==> config.mk <==
export PLATFORM = sky130hd
export DESIGN_NAME = mem_sequencer_flat
export DESIGN_NICKNAME = d
export VERILOG_FILES = /design/src/rtl/mem_sequencer_pkg.sv /design/src/rtl/mem_sequencer_if.sv /design/src/rtl/mem_sequencer_wait_timer.sv /design/src/rtl/mem_sequencer.sv /design/src/flat_wrapper.sv
export SDC_FILE = /design/constraint.sdc
export NUM_CORES = 1
export LEC_CHECK = 0
export CORE_MARGIN = 4
export CORE_UTILIZATION = 46
export DETAILED_ROUTE_END_ITERATION = 6
export PLACE_DENSITY = 0.95
export SLEW_MARGIN = 20
export SYNTH_ARGS = -nofsm -noshare
export SYNTH_HDL_FRONTEND = slang
export SYNTH_SLANG_ARGS = --single-unit
==> constraint.sdc <==
create_clock -name clk -period 11.8 [get_ports clk]
set_input_delay 2.36 -clock clk [delete_from_list [all_inputs] [get_ports clk]]
set_output_delay 2.36 -clock clk [all_outputs]
set_load 0.01 [all_outputs]
==> src/rtl/mem_sequencer_pkg.sv <==
// Shared definitions for the memory sequencer: FSM state encoding, bus widths
// and the default bus timeout.
package mem_sequencer_pkg;

    localparam int DATA_W          = 32;
    localparam int ADDR_W          = 30;
    localparam int TIMEOUT_DEFAULT = 16;

    typedef enum logic [2:0] {
        FETCH  = 3'd0,
        EXEC   = 3'd1,
        DATA   = 3'd2,
        COMMIT = 3'd3,
        FAULT  = 3'd4
    } state_e;

    // Byte address rounded down to its containing word.
    function automatic logic [DATA_W-1:0] word_align(input logic [DATA_W-1:0] a);
        return a & ~DATA_W'(3);
    endfunction

endpackage

==> src/rtl/mem_sequencer_if.sv <==
// Single-port memory bus between the sequencer (master) and the memory (slave).
interface mem_sequencer_if;
    import mem_sequencer_pkg::*;

    logic              mem_req;
    logic              mem_we;
    logic [ADDR_W-1:0] mem_addr;
    logic [DATA_W-1:0] mem_wdata;
    logic              mem_ack;
    logic [DATA_W-1:0] mem_rdata;

    modport master (
        output mem_req, mem_we, mem_addr, mem_wdata,
        input  mem_ack, mem_rdata
    );

    modport slave (
        input  mem_req, mem_we, mem_addr, mem_wdata,
        output mem_ack, mem_rdata
    );

endinterface

==> src/rtl/mem_sequencer_wait_timer.sv <==
// Per-request wait counter: counts unacknowledged request cycles and flags the
// final permitted cycle so the sequencer can abandon the request on that edge.
module wait_timer
    import mem_sequencer_pkg::*;
#(
    parameter int TIMEOUT = TIMEOUT_DEFAULT
) (
    input  logic clk,
    input  logic rst,
    input  logic clear,
    input  logic enable,
    output logic expired
);

    localparam int CW = (TIMEOUT > 1) ? $clog2(TIMEOUT) : 1;

    logic [CW-1:0] cnt_q, cnt_d;

    always_comb begin
        cnt_d = cnt_q;
        if (clear) begin
            cnt_d = '0;
        end else if (enable) begin
            cnt_d = cnt_q + CW'(1);
        end
    end

    always_ff @(posedge clk or posedge rst) begin
        if (rst) begin
            cnt_q <= '0;
        end else begin
            cnt_q <= cnt_d;
        end
    end

    // The TIMEOUT-th waiting cycle is the last one; the request drops on its edge.
    assign expired = enable && (cnt_q == CW'(TIMEOUT - 1));

endmodule

==> src/rtl/mem_sequencer.sv <==
// Instruction/data memory sequencer: fetches an instruction, optionally performs
// one load or store, then lets the CPU commit for one cycle before the next fetch.
module mem_sequencer
    import mem_sequencer_pkg::*;
#(
    parameter logic [DATA_W-1:0] RESET_PC = 32'h0000_0000,
    parameter int                TIMEOUT  = TIMEOUT_DEFAULT
) (
    input  logic              clk,
    input  logic              rst,
    input  logic [DATA_W-1:0] cpu_next_pc,
    input  logic              cpu_dreq,
    input  logic              cpu_we,
    input  logic [ADDR_W-1:0] cpu_addr,
    input  logic [DATA_W-1:0] cpu_wdata,
    output logic [DATA_W-1:0] instr,
    output logic [DATA_W-1:0] pc,
    output logic [DATA_W-1:0] rdata,
    output logic              E,
    output logic              bus_err,
    mem_sequencer_if.master   mem
);

    state_e            state_q, state_d;
    logic [DATA_W-1:0] pc_q, pc_d;
    logic [DATA_W-1:0] instr_q, instr_d;
    logic [DATA_W-1:0] rdata_q, rdata_d;
    logic              bus_err_q, bus_err_d;
    logic              mem_req_q, mem_req_d;
    logic              mem_we_q, mem_we_d;
    logic [ADDR_W-1:0] mem_addr_q, mem_addr_d;
    logic [DATA_W-1:0] mem_wdata_q, mem_wdata_d;

    logic ack;
    logic tmr_clear;
    logic tmr_en;
    logic tmr_expired;

    // An acknowledge only counts while a request is actually outstanding.
    assign ack    = mem_req_q && mem.mem_ack;
    assign tmr_en = mem_req_q && !mem.mem_ack;

    always_comb begin
        state_d     = state_q;
        pc_d        = pc_q;
        instr_d     = instr_q;
        rdata_d     = rdata_q;
        bus_err_d   = bus_err_q;
        mem_req_d   = mem_req_q;
        mem_we_d    = mem_we_q;
        mem_addr_d  = mem_addr_q;
        mem_wdata_d = mem_wdata_q;

        case (state_q)
            FETCH: begin
                if (!mem_req_q) begin
                    // Only reached straight out of reset; later fetches are raised by COMMIT.
                    mem_req_d  = 1'b1;
                    mem_we_d   = 1'b0;
                    mem_addr_d = pc_q[DATA_W-1:2];
                end else if (ack) begin
                    instr_d   = mem.mem_rdata;
                    mem_req_d = 1'b0;
                    state_d   = EXEC;
                end
            end

            EXEC: begin
                if (cpu_dreq) begin
                    mem_req_d   = 1'b1;
                    mem_we_d    = cpu_we;
                    mem_addr_d  = cpu_addr;
                    mem_wdata_d = cpu_wdata;
                    state_d     = DATA;
                end else begin
                    state_d = COMMIT;
                end
            end

            DATA: begin
                if (ack) begin
                    if (!mem_we_q) begin
                        rdata_d = mem.mem_rdata;
                    end
                    mem_req_d = 1'b0;
                    mem_we_d  = 1'b0;
                    state_d   = COMMIT;
                end
            end

            COMMIT: begin
                // Raise the next fetch here so a zero-wait fetch completes in one cycle.
                pc_d       = word_align(cpu_next_pc);
                mem_req_d  = 1'b1;
                mem_we_d   = 1'b0;
                mem_addr_d = pc_d[DATA_W-1:2];
                state_d    = FETCH;
            end

            FAULT: begin
                mem_req_d = 1'b0;
                mem_we_d  = 1'b0;
            end

            default: begin
                mem_req_d = 1'b0;
                mem_we_d  = 1'b0;
                state_d   = FAULT;
            end
        endcase

        if (tmr_expired) begin
            bus_err_d = 1'b1;
            mem_req_d = 1'b0;
            mem_we_d  = 1'b0;
            state_d   = FAULT;
        end
    end

    assign tmr_clear = (state_d != state_q) && ((state_d == FETCH) || (state_d == DATA));

    wait_timer #(
        .TIMEOUT (TIMEOUT)
    ) u_wait_timer (
        .clk     (clk),
        .rst     (rst),
        .clear   (tmr_clear),
        .enable  (tmr_en),
        .expired (tmr_expired)
    );

    always_ff @(posedge clk or posedge rst) begin
        if (rst) begin
            state_q     <= FETCH;
            pc_q        <= RESET_PC;
            instr_q     <= '0;
            rdata_q     <= '0;
            bus_err_q   <= 1'b0;
            mem_req_q   <= 1'b0;
            mem_we_q    <= 1'b0;
            mem_addr_q  <= '0;
            mem_wdata_q <= '0;
        end else begin
            state_q     <= state_d;
            pc_q        <= pc_d;
            instr_q     <= instr_d;
            rdata_q     <= rdata_d;
            bus_err_q   <= bus_err_d;
            mem_req_q   <= mem_req_d;
            mem_we_q    <= mem_we_d;
            mem_addr_q  <= mem_addr_d;
            mem_wdata_q <= mem_wdata_d;
        end
    end

    assign instr         = instr_q;
    assign pc            = pc_q;
    assign rdata         = rdata_q;
    assign bus_err       = bus_err_q;
    assign E             = (state_q != COMMIT);
    assign mem.mem_req   = mem_req_q;
    assign mem.mem_we    = mem_we_q;
    assign mem.mem_addr  = mem_addr_q;
    assign mem.mem_wdata = mem_wdata_q;

endmodule

==> src/flat_wrapper.sv <==
// flat-port wrapper written by rule: the top's interface ports become plain ports
module mem_sequencer_flat import mem_sequencer_pkg::*;
#(
    parameter logic [DATA_W-1:0] RESET_PC = 32'h0000_0000,
    parameter int                TIMEOUT  = TIMEOUT_DEFAULT
)
  (clk, rst, cpu_next_pc, cpu_dreq, cpu_we, cpu_addr, cpu_wdata, instr, pc, rdata, E, bus_err, mem_mem_req, mem_mem_we, mem_mem_addr, mem_mem_wdata, mem_mem_ack, mem_mem_rdata);
  mem_sequencer_if mem_i ();
  input  logic clk;
  input  logic rst;
  input  logic [DATA_W-1:0] cpu_next_pc;
  input  logic cpu_dreq;
  input  logic cpu_we;
  input  logic [ADDR_W-1:0] cpu_addr;
  input  logic [DATA_W-1:0] cpu_wdata;
  output logic [DATA_W-1:0] instr;
  output logic [DATA_W-1:0] pc;
  output logic [DATA_W-1:0] rdata;
  output logic E;
  output logic bus_err;
  output wire logic [$bits(mem_i.mem_req)-1:0] mem_mem_req;
  output wire logic [$bits(mem_i.mem_we)-1:0] mem_mem_we;
  output wire logic [$bits(mem_i.mem_addr)-1:0] mem_mem_addr;
  output wire logic [$bits(mem_i.mem_wdata)-1:0] mem_mem_wdata;
  input wire logic [$bits(mem_i.mem_ack)-1:0] mem_mem_ack;
  input wire logic [$bits(mem_i.mem_rdata)-1:0] mem_mem_rdata;
  assign mem_mem_req = mem_i.mem_req;
  assign mem_mem_we = mem_i.mem_we;
  assign mem_mem_addr = mem_i.mem_addr;
  assign mem_mem_wdata = mem_i.mem_wdata;
  assign mem_i.mem_ack = mem_mem_ack;
  assign mem_i.mem_rdata = mem_mem_rdata;
  mem_sequencer #(.RESET_PC(RESET_PC), .TIMEOUT(TIMEOUT)) u_core (.clk(clk), .rst(rst), .cpu_next_pc(cpu_next_pc), .cpu_dreq(cpu_dreq), .cpu_we(cpu_we), .cpu_addr(cpu_addr), .cpu_wdata(cpu_wdata), .instr(instr), .pc(pc), .rdata(rdata), .E(E), .bus_err(bus_err), .mem(mem_i));
endmodule
==> results of run 1 <==
-- registers in the layout, indices dropped and copies added, names as in the netlist --
signal and flops:
u_core.bus_err 1, u_core.instr 32, u_core.mem.mem_addr 30, u_core.mem.mem_req 1
u_core.mem.mem_wdata 32, u_core.mem.mem_we 1, u_core.pc 30, u_core.rdata 32
u_core.state_q 3, u_core.u_wait_timer.cnt_q 4
-- final timing paths --
kind,start,end,slack [ps],cells past startpoint
max in group asynchronous,rst,u_core.instr[22],7840,3
setup / recovery,u_core.state_q[0],E,6690,4
hold reg to reg,u_core.bus_err,u_core.bus_err,470,1
setup reg to reg,u_core.state_q[1],u_core.mem.mem_addr[21],9450,4
min in group asynchronous,rst,u_core.mem.mem_wdata[12],2470,2
hold / removal,u_core.bus_err,u_core.bus_err,470,1
-- through the flow --
step	cells	setup slack, ps	power, mW	utilization, %
final	942	6690	1.22	70.8
after global routing	942	6500	1.27	70.8
after CTS	942	6640	1.23	70.8
after detailed placement	910	7110	0.677	66.8
after global placement	910	7160	0.674	66.8
after floorplan	456	4950	0.614	-
-- cells in the final DEF (no fill, tap or decap), types with 3 or more instances in the layout --
cell type	instances
mux2_4	6
clkinv_2	3
dfrtp_1	165
inv_6	4
a21oi_1	5
nor2_1	3
nand2_1	4
nor3b_1	3
mux2_2	209
clkbuf_16	17
buf_4	6
clkdlybuf4s50_1	288
-- cell families after synthesis --
logic type / Yosys count / share of synthesized area (%)
simple gates: 27 / 2.31
compound gates: 12 / 1.13
flops: 166 / 58.9
xor+xnor: 2 / 0.248
other cells: 1 / 0.0531
fa+ha+maj: 1 / 0.177
buf+inv: 30 / 2.43
mux: 216 / 34.8
-- worst max-delay path: stages, from the launching register on --
cell	delay [ps]
dfrtp_1	450
nor2b_4	910
nand2_1	110
buf_4	310
clkdlybuf4s50_1	550
-- power breakdown --
group / leakage, nW / internal, mW / switching, mW
sequential: 2.24 / 0.574 / 0.00423
clock: 0.292 / 0.326 / 0.231
combinational: 2.25 / 0.0575 / 0.0302
total: 4.78 / 0.958 / 0.266
-- metal layers --
metal	global-route usage, %	wire length [µm]	up-vias
met5	0	0	-
met4	7.82	407	0
met3	7.37	1320	34
met2	39.2	9950	215
met1	24.3	7180	2460
li1	-	-	2199
-- final cells by class --
| cell class | count | area (µm²) | share of cell area [%] |
|---|---|---|---|
| clock buffer | 19 | 453 | 4.24 |
| clock inverter | 13 | 145 | 1.36 |
| inverter | 2 | 12.5 | 0.117 |
| multi-input combinational | 260 | 2750 | 25.8 |
| sequential | 166 | 4160 | 38.9 |
| tap | 188 | 235 | 2.20 |
| timing repair buffer | 294 | 2930 | 27.4 |
==> metrics.yaml, run 1 <==
synth-edff-count: 0
crit_fanout: 33
clock_latency_ps: 410
drtAntennaViolNets: 0
syn-cell-area_um2: 7060
path_clk_slew_ps: 70
antenna_found_initial: 0
synthArstFlopShare_pct: 100
run_status: "finished, final reports clean"
worst_pin_slew_ps: 1070
yosys_warnings: 0
grt_overflow: 0
num_rows: 45
post-route-min-period_ps: 5110
vias_per_cell: 5.21
postCtsSetupRepairBufs: 0
required_ps: 9440
grt_pass1_wl_mm: 30.2
htree_levels: 4
power_per_cell_area_nw_per_um2: 115
synth_top_cell_by_area: "dfrtp_1"
slew_headroom_pct: 28.7
yosys.cell_count.top_type: "mux2_2"
drive_above_1_share_pct: 34.7
ys_seq_area_share_pct: 58.9
fillCellCount: 1001
fin_tns_setup_ps: 0
synth_top_flop_cell: "dfrtp_1"
numPortBuffers: 288
cts_tree: "yes"
drv_slew: 0
grt_pass1_vias: 5479
final_cell_area_um2: 10700
start_util_pct: 46.8
grtUsageTotal_pct: 21.9
dr.pass1.iters: 4
peakVddDrop_mv: 0.0858
num_io_pins: 293
wl_per_cell_um: 20.0
yosys-top-cells-count: "mux2_2, dfrtp_1, buf_2"
yosysTopAreaCellShare_pct: 58.9
critical_path.endpoint_type: "output pin"
syn_area_per_cell_um2: 15.5
clock_sinks: 166
cap_viol_max_count: 0
cts_made_buffers: 17
n_antenna_cell: 0
start_kind: "flip-flop"
post_dp_cell_area_um2: 10100
synth_cell_types: 36
synthCells: 455
crit_type: "flip-flop to output pin"
clock_path_buffers: 2
grt_max_degree: 88
cts_resized: 0
setup_violations: 0
dieArea_um2: 17400
max_freq_ghz: 0.196
core_area_um2: 15100
holdBufCountCts: 0
clockRootBuffer: "clkbuf_16"
fin_hold_ws_ps: 472
areaGrowthSynthToFinish_pct: 51.4
nNetsFinal: 873
dp_hpwl_mm: 13.6
drt_iter0_drc: 168
hold_viol: 0
fp.dieW_um: 132
vias: 4908
drt-total-wl_mm: 18.9
drc: 0
fin_crit_sh_pct: 43.3
ys_top_cells_by_area: "dfrtp_1, mux2_2, mux2_4"
gp_congestion: 0.793
arrival_ps: 2750
leakagePower_nw: 4.78
synth_seq_cells: 166
dieHeight_um: 132
holdCritPathClass: "flip-flop to flip-flop"
rsz0062_at_grt: "false"
clock-skew-final_ps: 8.97
Note: power is estimated with default switching activity, not from simulation.
==> inputs of run 2 (changes only) <==
CORE_UTILIZATION = 43   (was 46)
PLACE_DENSITY = 0.9   (was 0.95)
clock period = 5.2 ns   (was 11.8 ns; I/O delays follow)
==> run 2 against run 1 <==
Setup slack lost 5000 ps. Global-route usage down 1.3 points. Clock skew is 0.86 ps lower. Highest routed layer unchanged. Clock power is 130% higher. Combinational power rose by 130%. Critical endpoint unchanged. Critical path depth decreased by 1. Cell count is 3.2% higher. Flip-flop and latch count stayed put. Register-to-register slack lost 6700 ps. Clock-buffer cell count is 2 lower. Sequential power grew 130%.
==> metrics.yaml, run 2 (synthesis results as in run 1) <==
run_status: "finished, final reports clean"
numPortBuffers: 288
hold_end: "u_core.bus_err"
reg2reg_to: "u_core.mem.mem_wdata[10]"
clock_sinks: 166
max_freq_ghz: 0.286
ff2ff_path_depth: 4
path_clk_slew_ps: 70
grt_pass1_wl_mm: 29.7
fin_crit_sh_pct: 67.2
cts_resized: 0
pre_cts_ws_ps: 2090
antenna_found_initial: 0
vias_per_cell: 5.03
grtUsageTotal_pct: 20.6
required_ps: 4160
power_per_cell_area_nw_per_um2: 259
total_power_mw: 2.78
setup_violations: 0
use_met2_pct: 36.3
leakagePower_nw: 4.79
post_dp_cell_area_um2: 10100
holdCritPathClass: "flip-flop to flip-flop"
drt_iter0_drc: 103
final_cell_mix: "clkdlybuf4s50_1, mux2_2, dfrtp_1"
met1_usage_pct: 23.4
hold_viol: 0
dr.pass1.iters: 4
clock-skew-final_ps: 8.11
rr_startpoint: "u_core.state_q[1]"
critical_path.endpoint_type: "output pin"
grt.busiest_layer: "met2"
dpl.cell_count: 940
clock_latency_ps: 420
grt_pass1_vias: 5662
drtAntennaViolNets: 0
seq_area_um2: 4160
cts_tree: "yes"
fillCellCount: 1094
num_io_pins: 293
dp_hpwl_mm: 13.6
rsz0062_at_grt: "false"
drv_slew: 0
start_kind: "flip-flop"
met3_usage_pct: 6.96
multiInputGateArea_um2: 2750
peakVddDrop_mv: 0.201
n_antenna_cell: 0
nNetsFinal: 875
min_delay_path_depth: 1
core_area_um2: 16000
areaGrowthSynthToFinish_pct: 52.2
crit_type: "flip-flop to output pin"
postCtsSetupRepairBufs: 0
layout_commonest_cell: "clkdlybuf4s50_1"
final_cell_area_um2: 10700
holdBufCountCts: 0
clock_path_buffers: 2
stdcell_count: 972
dieHeight_um: 136
dieArea_um2: 18500
wl_per_cell_um: 19.4
grt_max_degree: 167
reg2reg_slack_ps: 2710
min_from: "u_core.bus_err"
gp_congestion: 0.795
htree_levels: 4
clockRootBuffer: "clkbuf_16"
crit_fanout: 42
fp.dieW_um: 136
worst_pin_slew_ps: 992
slew_headroom_pct: 33.9
start_util_pct: 44.1
num_rows: 46
arrival_ps: 2460
post-route-min-period_ps: 3500
drive_above_1_share_pct: 35.1
fin_tns_setup_ps: 0
cts_made_buffers: 17
drt-total-wl_mm: 18.9
drc: 0
worst_slack_ps: 1700
grt_overflow: 0
vias: 4891
cap_viol_max_count: 0
run 2: changes by cell type in the layout (fill, tap and decap cells not counted):
cell	previous run	this run
clkbuf_8	2	0
and2_2	0	1
clkinvlp_4	2	3
buf_4	6	7
buf_12	0	1
and2_1	1	0
inv_8	1	3
inv_6	4	3
run 2: worst max-delay path by stage:
| stage | start | endpoint | slack, ps | cells after the start |
|---|---|---|---|---|
| global placement | cpu_dreq | u_core.mem.mem_wdata[11] | 1900 | 4 |
| detailed placement | mem_mem_ack | u_core.rdata[21] | 2090 | 5 |
| finish | u_core.state_q[1] | E | 1700 | 3 |
| floorplan | rst | u_core.bus_err | 2050 | 1 |
| CTS | u_core.state_q[1] | E | 1640 | 3 |
| global route | u_core.state_q[1] | E | 1570 | 3 |
run 2: metrics by stage:
stage	utilization, %	hold WS, ps
after CTS	67.1	482
final	67.1	474
after global placement	63.4	460
after global routing	67.1	494
after floorplan	-	512
after detailed placement	63.4	465
run 2: critical path: stages, from the launching register on:
cell and delay, ps:
dfrtp_2 750, nand2_1 190, buf_4 420, clkdlybuf4s50_1 640
run 2: report_power, final:
part	switching, mW	internal, mW	total, mW	leakage (nW)
Combinational	0.0673	0.131	0.199	2.26
Clock	0.549	0.720	1.27	0.290
Sequential	0.00907	1.30	1.31	2.24
Total	0.625	2.15	2.78	4.79
run 2: layer usage:
layer  up-vias  part of all wire [%]
li1       2204                     -
met1      2467                    38
met2       194                    52
met3        26                   8.4
met4         0                   1.8
met5         -                     0
run 2: layout make-up:
class	count	area share [%]
flip-flops and latches	166	38.7
well taps	216	2.52
inverters	2	0.105
clock buffers	17	3.96
multi-input cells	260	25.6
clock inverters	15	1.56
repair buffers	296	27.5
